## src/rtl/core_pipeline_pkg.sv

```systemverilog
// Shared fetch->decode boundary types: address/instruction widths and the
// {address, instruction} entry carried from fetch to decode.
package core_pipeline_pkg;

  localparam int addressSize     = 64;
  localparam int instructionSize = 32;

  typedef struct packed {
    logic [addressSize-1:0]     address;
    logic [instructionSize-1:0] instruction;
  } fetch_entry_t;

endpackage

```

## src/rtl/fetch_queue_storage.sv

```systemverilog
// Entry array for the fetch instruction queue: one synchronous write port,
// one asynchronous read port, contents cleared by the asynchronous reset.
module fetch_queue_storage
  import core_pipeline_pkg::*;
#(
  parameter int queueDepth   = 4,
  parameter int queuePtrBits = 2
) (
  input  logic                    clock_i,
  input  logic                    reset_i,
  input  logic                    write_en,
  input  logic [queuePtrBits-1:0] write_ptr,
  input  fetch_entry_t            write_data,
  input  logic [queuePtrBits-1:0] read_ptr,
  output fetch_entry_t            read_data
);

  fetch_entry_t mem [queueDepth];

  always_ff @(posedge clock_i or negedge reset_i) begin
    if (!reset_i) begin
      for (int i = 0; i < queueDepth; i++) begin
        mem[i] <= '0;
      end
    end else if (write_en) begin
      mem[write_ptr] <= write_data;
    end
  end

  assign read_data = mem[read_ptr];

endmodule

```

## src/rtl/fetch_instruction_queue.sv

```systemverilog
// Fetch->decode instruction queue with valid/ready handoff, early fetch stall,
// sticky overflow and flush. Optional same-cycle bypass: FETCH_QUEUE_BYPASS_EN.
module fetch_instruction_queue
  import core_pipeline_pkg::*;
#(
  parameter int queueDepth   = 4,
  parameter int queuePtrBits = 2,
  parameter int stallSlack   = 2
) (
  input  logic                       clock_i,
  input  logic                       reset_i,
  input  logic                       flushPipeline_i,
  input  logic                       enable_i,
  input  logic [addressSize-1:0]     instructionAddress_i,
  input  logic [instructionSize-1:0] instruction_i,
  input  logic                       decodeReady_i,
  output logic                       enable_o,
  output logic [addressSize-1:0]     instructionAddress_o,
  output logic [instructionSize-1:0] instruction_o,
  output logic                       stallFetch_o,
  output logic                       overflow_o
);

  localparam logic [queuePtrBits:0]   FULL_COUNT  = (queuePtrBits+1)'(queueDepth);
  localparam logic [queuePtrBits:0]   STALL_COUNT = (queuePtrBits+1)'(queueDepth - stallSlack);
  localparam logic [queuePtrBits:0]   CNT_ONE     = (queuePtrBits+1)'(1);
  localparam logic [queuePtrBits-1:0] PTR_ONE     = queuePtrBits'(1);

  logic [queuePtrBits-1:0] head_ptr;
  logic [queuePtrBits-1:0] tail_ptr;
  logic [queuePtrBits:0]   count;
  logic                    overflow;

  fetch_entry_t in_entry;
  fetch_entry_t head_entry;
  fetch_entry_t out_entry;

  logic empty;
  logic full;
  logic queue_valid;
  logic bypass;
  logic pop;
  logic queue_pop;
  logic push;
  logic dropped;

  assign in_entry.address     = instructionAddress_i;
  assign in_entry.instruction = instruction_i;

  assign empty       = (count == '0);
  assign full        = (count == FULL_COUNT);
  assign queue_valid = ~empty & ~flushPipeline_i;

`ifdef FETCH_QUEUE_BYPASS_EN
  // Empty queue: hand the incoming entry straight to decode this cycle.
  assign bypass    = empty & enable_i & ~flushPipeline_i;
  assign enable_o  = queue_valid | bypass;
  assign out_entry = bypass ? in_entry : head_entry;
`else
  assign bypass    = 1'b0;
  assign enable_o  = queue_valid;
  assign out_entry = head_entry;
`endif

  assign pop       = enable_o & decodeReady_i;
  // A bypassed hand-off never occupied a slot, so it must not move the head.
  assign queue_pop = pop & ~bypass;
  assign push      = enable_i & ~flushPipeline_i & (~full | queue_pop)
                   & ~(bypass & decodeReady_i);
  assign dropped   = enable_i & ~flushPipeline_i & full & ~queue_pop;

  assign instructionAddress_o = enable_o ? out_entry.address     : '0;
  assign instruction_o        = enable_o ? out_entry.instruction : '0;
  assign stallFetch_o         = (count >= STALL_COUNT);
  assign overflow_o           = overflow;

  always_ff @(posedge clock_i or negedge reset_i) begin
    if (!reset_i) begin
      head_ptr <= '0;
      tail_ptr <= '0;
      count    <= '0;
      overflow <= 1'b0;
    end else if (flushPipeline_i) begin
      head_ptr <= '0;
      tail_ptr <= '0;
      count    <= '0;
      overflow <= 1'b0;
    end else begin
      if (push)      tail_ptr <= tail_ptr + PTR_ONE;
      if (queue_pop) head_ptr <= head_ptr + PTR_ONE;
      case ({push, queue_pop})
        2'b10:   count <= count + CNT_ONE;
        2'b01:   count <= count - CNT_ONE;
        default: count <= count;
      endcase
      if (dropped) overflow <= 1'b1;
    end
  end

  fetch_queue_storage #(
    .queueDepth   (queueDepth),
    .queuePtrBits (queuePtrBits)
  ) u_storage (
    .clock_i    (clock_i),
    .reset_i    (reset_i),
    .write_en   (push),
    .write_ptr  (tail_ptr),
    .write_data (in_entry),
    .read_ptr   (head_ptr),
    .read_data  (head_entry)
  );

endmodule
```

## config.mk

```make
export PLATFORM = sky130hd
export DESIGN_NAME = fetch_instruction_queue
export DESIGN_NICKNAME = d
export VERILOG_FILES = /design/src/rtl/core_pipeline_pkg.sv /design/src/rtl/fetch_queue_storage.sv /design/src/rtl/fetch_instruction_queue.sv
export SDC_FILE = /design/constraint.sdc
export NUM_CORES = 1
export LEC_CHECK = 0
export ABC_CLOCK_PERIOD_IN_PS = 4700
export BUFFER_PORTS_ARGS = -buffer_cell sky130_fd_sc_hd__buf_2
export CORE_UTILIZATION = 45
export CTS_CLUSTER_DIAMETER = 50
export CTS_CLUSTER_SIZE = 25
export DETAILED_ROUTE_END_ITERATION = 8
export GPL_TIMING_DRIVEN = 0
export HOLD_SLACK_MARGIN = 0.02
export PLACE_DENSITY = 0.7
export SYNTH_ARGS = -nofsm -noshare
export SYNTH_HDL_FRONTEND = slang
export SYNTH_SLANG_ARGS = --single-unit
```

## constraint.sdc

```tcl
create_clock -name clock_i -period 4.7 [get_ports clock_i]
set_input_delay 0.94 -clock clock_i [delete_from_list [all_inputs] [get_ports clock_i]]
set_output_delay 0.94 -clock clock_i [all_outputs]
set_load 0.02 [all_outputs]
```

==> results.yml <==
power:
  cellPowerDensity_nw_per_um2: 554
  leakagePower_nw: 10.4
  ir_drop_uv: 274
timing:
  rsz0062_at_grt: "no"
  fin_skew_ns: 0.0190
  period_share: 0.940
  setup_viol_count_final: 0
  relSlewSlack: 0.370
  setup_tns_ns: 0
  fmax_ghz: 0.226
  tightest_slew_ns: 0.941
  slew_viol_final: 0
  hold_violations: 0
  period_needed_ns: 4.42
clocking:
  cts.sinks: 392
  cts_hold_buf: 0
  cts_tree: "done"
  htreeDepth: 2
  cts-resized-gates: 0
  clk_path_buf_depth: 3
  path_clk_slew_ns: 0.06
  postCtsSetupBuffers: 0
  clk_latency_ns: 0.56
  cts_root_buf: "clkbuf_16"
  cts_buffers: 44
synth:
  synth_seq_cells: 392
  ys_types: 35
  syn-num-nets: 1206
  avgSynthCellArea_um2: 16.7
  yosysWarningCount: 0
  syn_inst: 1100
  synth.yosys.seq_area_share: 0.533
  netlist_area_um2: 18400
critical_path:
  cp_data_arrival_time_ns: 3.48
  max_stage_delay_ns: 0.78
  cp_common_cell: "clkbuf_1"
  start_kind: "input port"
  slowest_stage: "nor2_1"
  endpoint_kind: "output port"
  critPathKind: "input port to output port"
  cp_max_fo: 10
  worstPathCellList: "buf_2 -> clkbuf_1 -> nor2_1 -> clkbuf_1 -> clkbuf_1 -> and2_1 -> buf_2"
  crit_required_ns: 3.76
route:
  first_iter_violations: 484
  vias: 10200
  via_per_inst: 5.35
  drc_errors: 0
  dr.pass1.iters: 4
  highest_layer: "met5"
  m1WireLength_um: 17700
  route.met2.wl_um: 18700
  wl_met3_um: 2360
  ant_nets: 0
  wl_per_cell_um: 20.8
  wirelength_um: 39600
layout:
  final_cell_mix: "dfrtp_1, buf_2, mux2_2"
  fin_nets: 1454
  layout_commonest_cell: "dfrtp_1"
  final_layout_size_suffix_gt1_frac: 0.594
  postLayoutCoreUtil: 0.542
  syn2layout_area_growth_pct: 17.9
min_path:
  hold_path_class: "input port to asynchronous set/reset pin"
flow_run:
  drv_cap: 0
floorplanning:
  start_util: 0.460
  die_w_um: 204
  num_io_pins: 200
  rows: 73
  die_h_um: 204
  die-area_um2: 41700
  coreArea_um2: 40000
global_routing:
  grt_overflow: 0
  grt_max_degree: 123
  grt_usage: 0.197
  antenna_found_initial: 6
  grt_pass1_wl_um: 63600
  grt_pass1_vias: 11200
placed_design:
  gp_congestion: 0.724
  io_buffer_count: 199
  hpwl_um: 25700
outcome:
  status: "finished clean"
-- cell type report --
class / instances / area [um2]
Fill cell: 3247 / 18300
Clock buffer: 49 / 1170
Clock inverter: 29 / 364
Timing Repair Buffer: 202 / 1090
Tap cell: 525 / 657
Inverter: 2 / 7.51
Antenna cell: 4 / 10.0
Sequential cell: 392 / 9810
Buffer: 78 / 485
Multi-Input combinational cell: 628 / 8090
-- critical path, delay by kind of cell --
| family | cells | cell delay, ns |
|---|---|---|
| buf+inv | 5 | 1.50 |
| simple gates | 2 | 1.03 |
-- layer usage --
| metal | vias to the layer above | GRT usage |
|---|---|---|
| met5 | - | 0 |
| met4 | 8 | 0.0613 |
| met3 | 64 | 0.0478 |
| met2 | 207 | 0.308 |
| met1 | 5390 | 0.272 |
| li1 | 4545 | - |
-- sequential cells by signal, indices dropped and copies added (netlist names) --
| name | cells |
|---|---|
| overflow_o | 1 |
| tail_ptr | 2 |
| u_storage.mem | 384 |
| count | 3 |
| head_ptr | 2 |
-- worst paths after layout --
kind | start | to | slack [ns] | cells after the start
worst max-delay path | flushPipeline_i | instructionAddress_o[62] | 0.28 | 7
worst min-delay path | reset_i | u_storage.mem[112] | 0.35 | 1
worst max register to register | head_ptr[0] | head_ptr[1] | 2.41 | 6
worst min register to register | u_storage.mem[173] | u_storage.mem[173] | 0.50 | 1
max in group asynchronous | reset_i | u_storage.mem[76] | 2.93 | 3
min in group clock_i | u_storage.mem[173] | u_storage.mem[173] | 0.50 | 1
-- cell usage after synthesis (all sizes together) --
library cell  number  area [um2]
inv                2        7.51
nor2               8        30.0
o31ai              1        7.51
xnor2              1        8.76
a22o               1        8.76
fa                 1        20.0
nand3b             2        15.0
a32oi              1        8.76
nor4               1        6.26
mux4              96        2160
nor2b              3        18.8
buf               55         399
nand3              1        5.00
o22ai              1        6.26
dfrtp            392        9810
a221oi             1        8.76
a221o              1        10.0
nor3b              3        33.8
nor3               2        10.0
a21oi              6        30.0
xor2               2        17.5
clkbuf            23        86.3
nor4b              1        23.8
mux2             384        4920
or2                1        6.26
and2              97         607
ha                 4        50.1
nand2              5        48.8
nand2b             2        12.5
o21ai              2        10.0
-- report_power, final --
group	leakage [nW]	switching [mW]	total (mW)	internal (mW)
combinational	4.76	1.10	3.16	2.06
clock	0.747	1.46	3.61	2.16
sequential	4.87	0.620	5.24	4.62
total	10.4	3.18	12.0	8.84
-- metrics by stage --
stage,power (mW),hold WS (ns),cell area [um2],cells,setup slack [ns]
after floorplan,7.63,0.474,18400,1100,1.67
after global placement,8.32,0.482,20000,1824,-4.91
after detailed placement,8.48,0.487,20100,1827,0.142
after CTS,12.2,0.369,21700,1905,0.132
after global routing,12.7,0.398,21700,1905,0.0746
final,12.0,0.349,21700,1909,0.283
-- cell families after synthesis --
logic type	share of synthesized area
AOI/OAI and AO/OA	0.00490
xor gates and xnor gates	0.00143
adders and majority gates	0.00381
buffers and inverters	0.0268
DFF	0.533
muxes	0.385
and+or+nand+nor	0.0444
No activity file was read; power rests on OpenSTA's default activity.
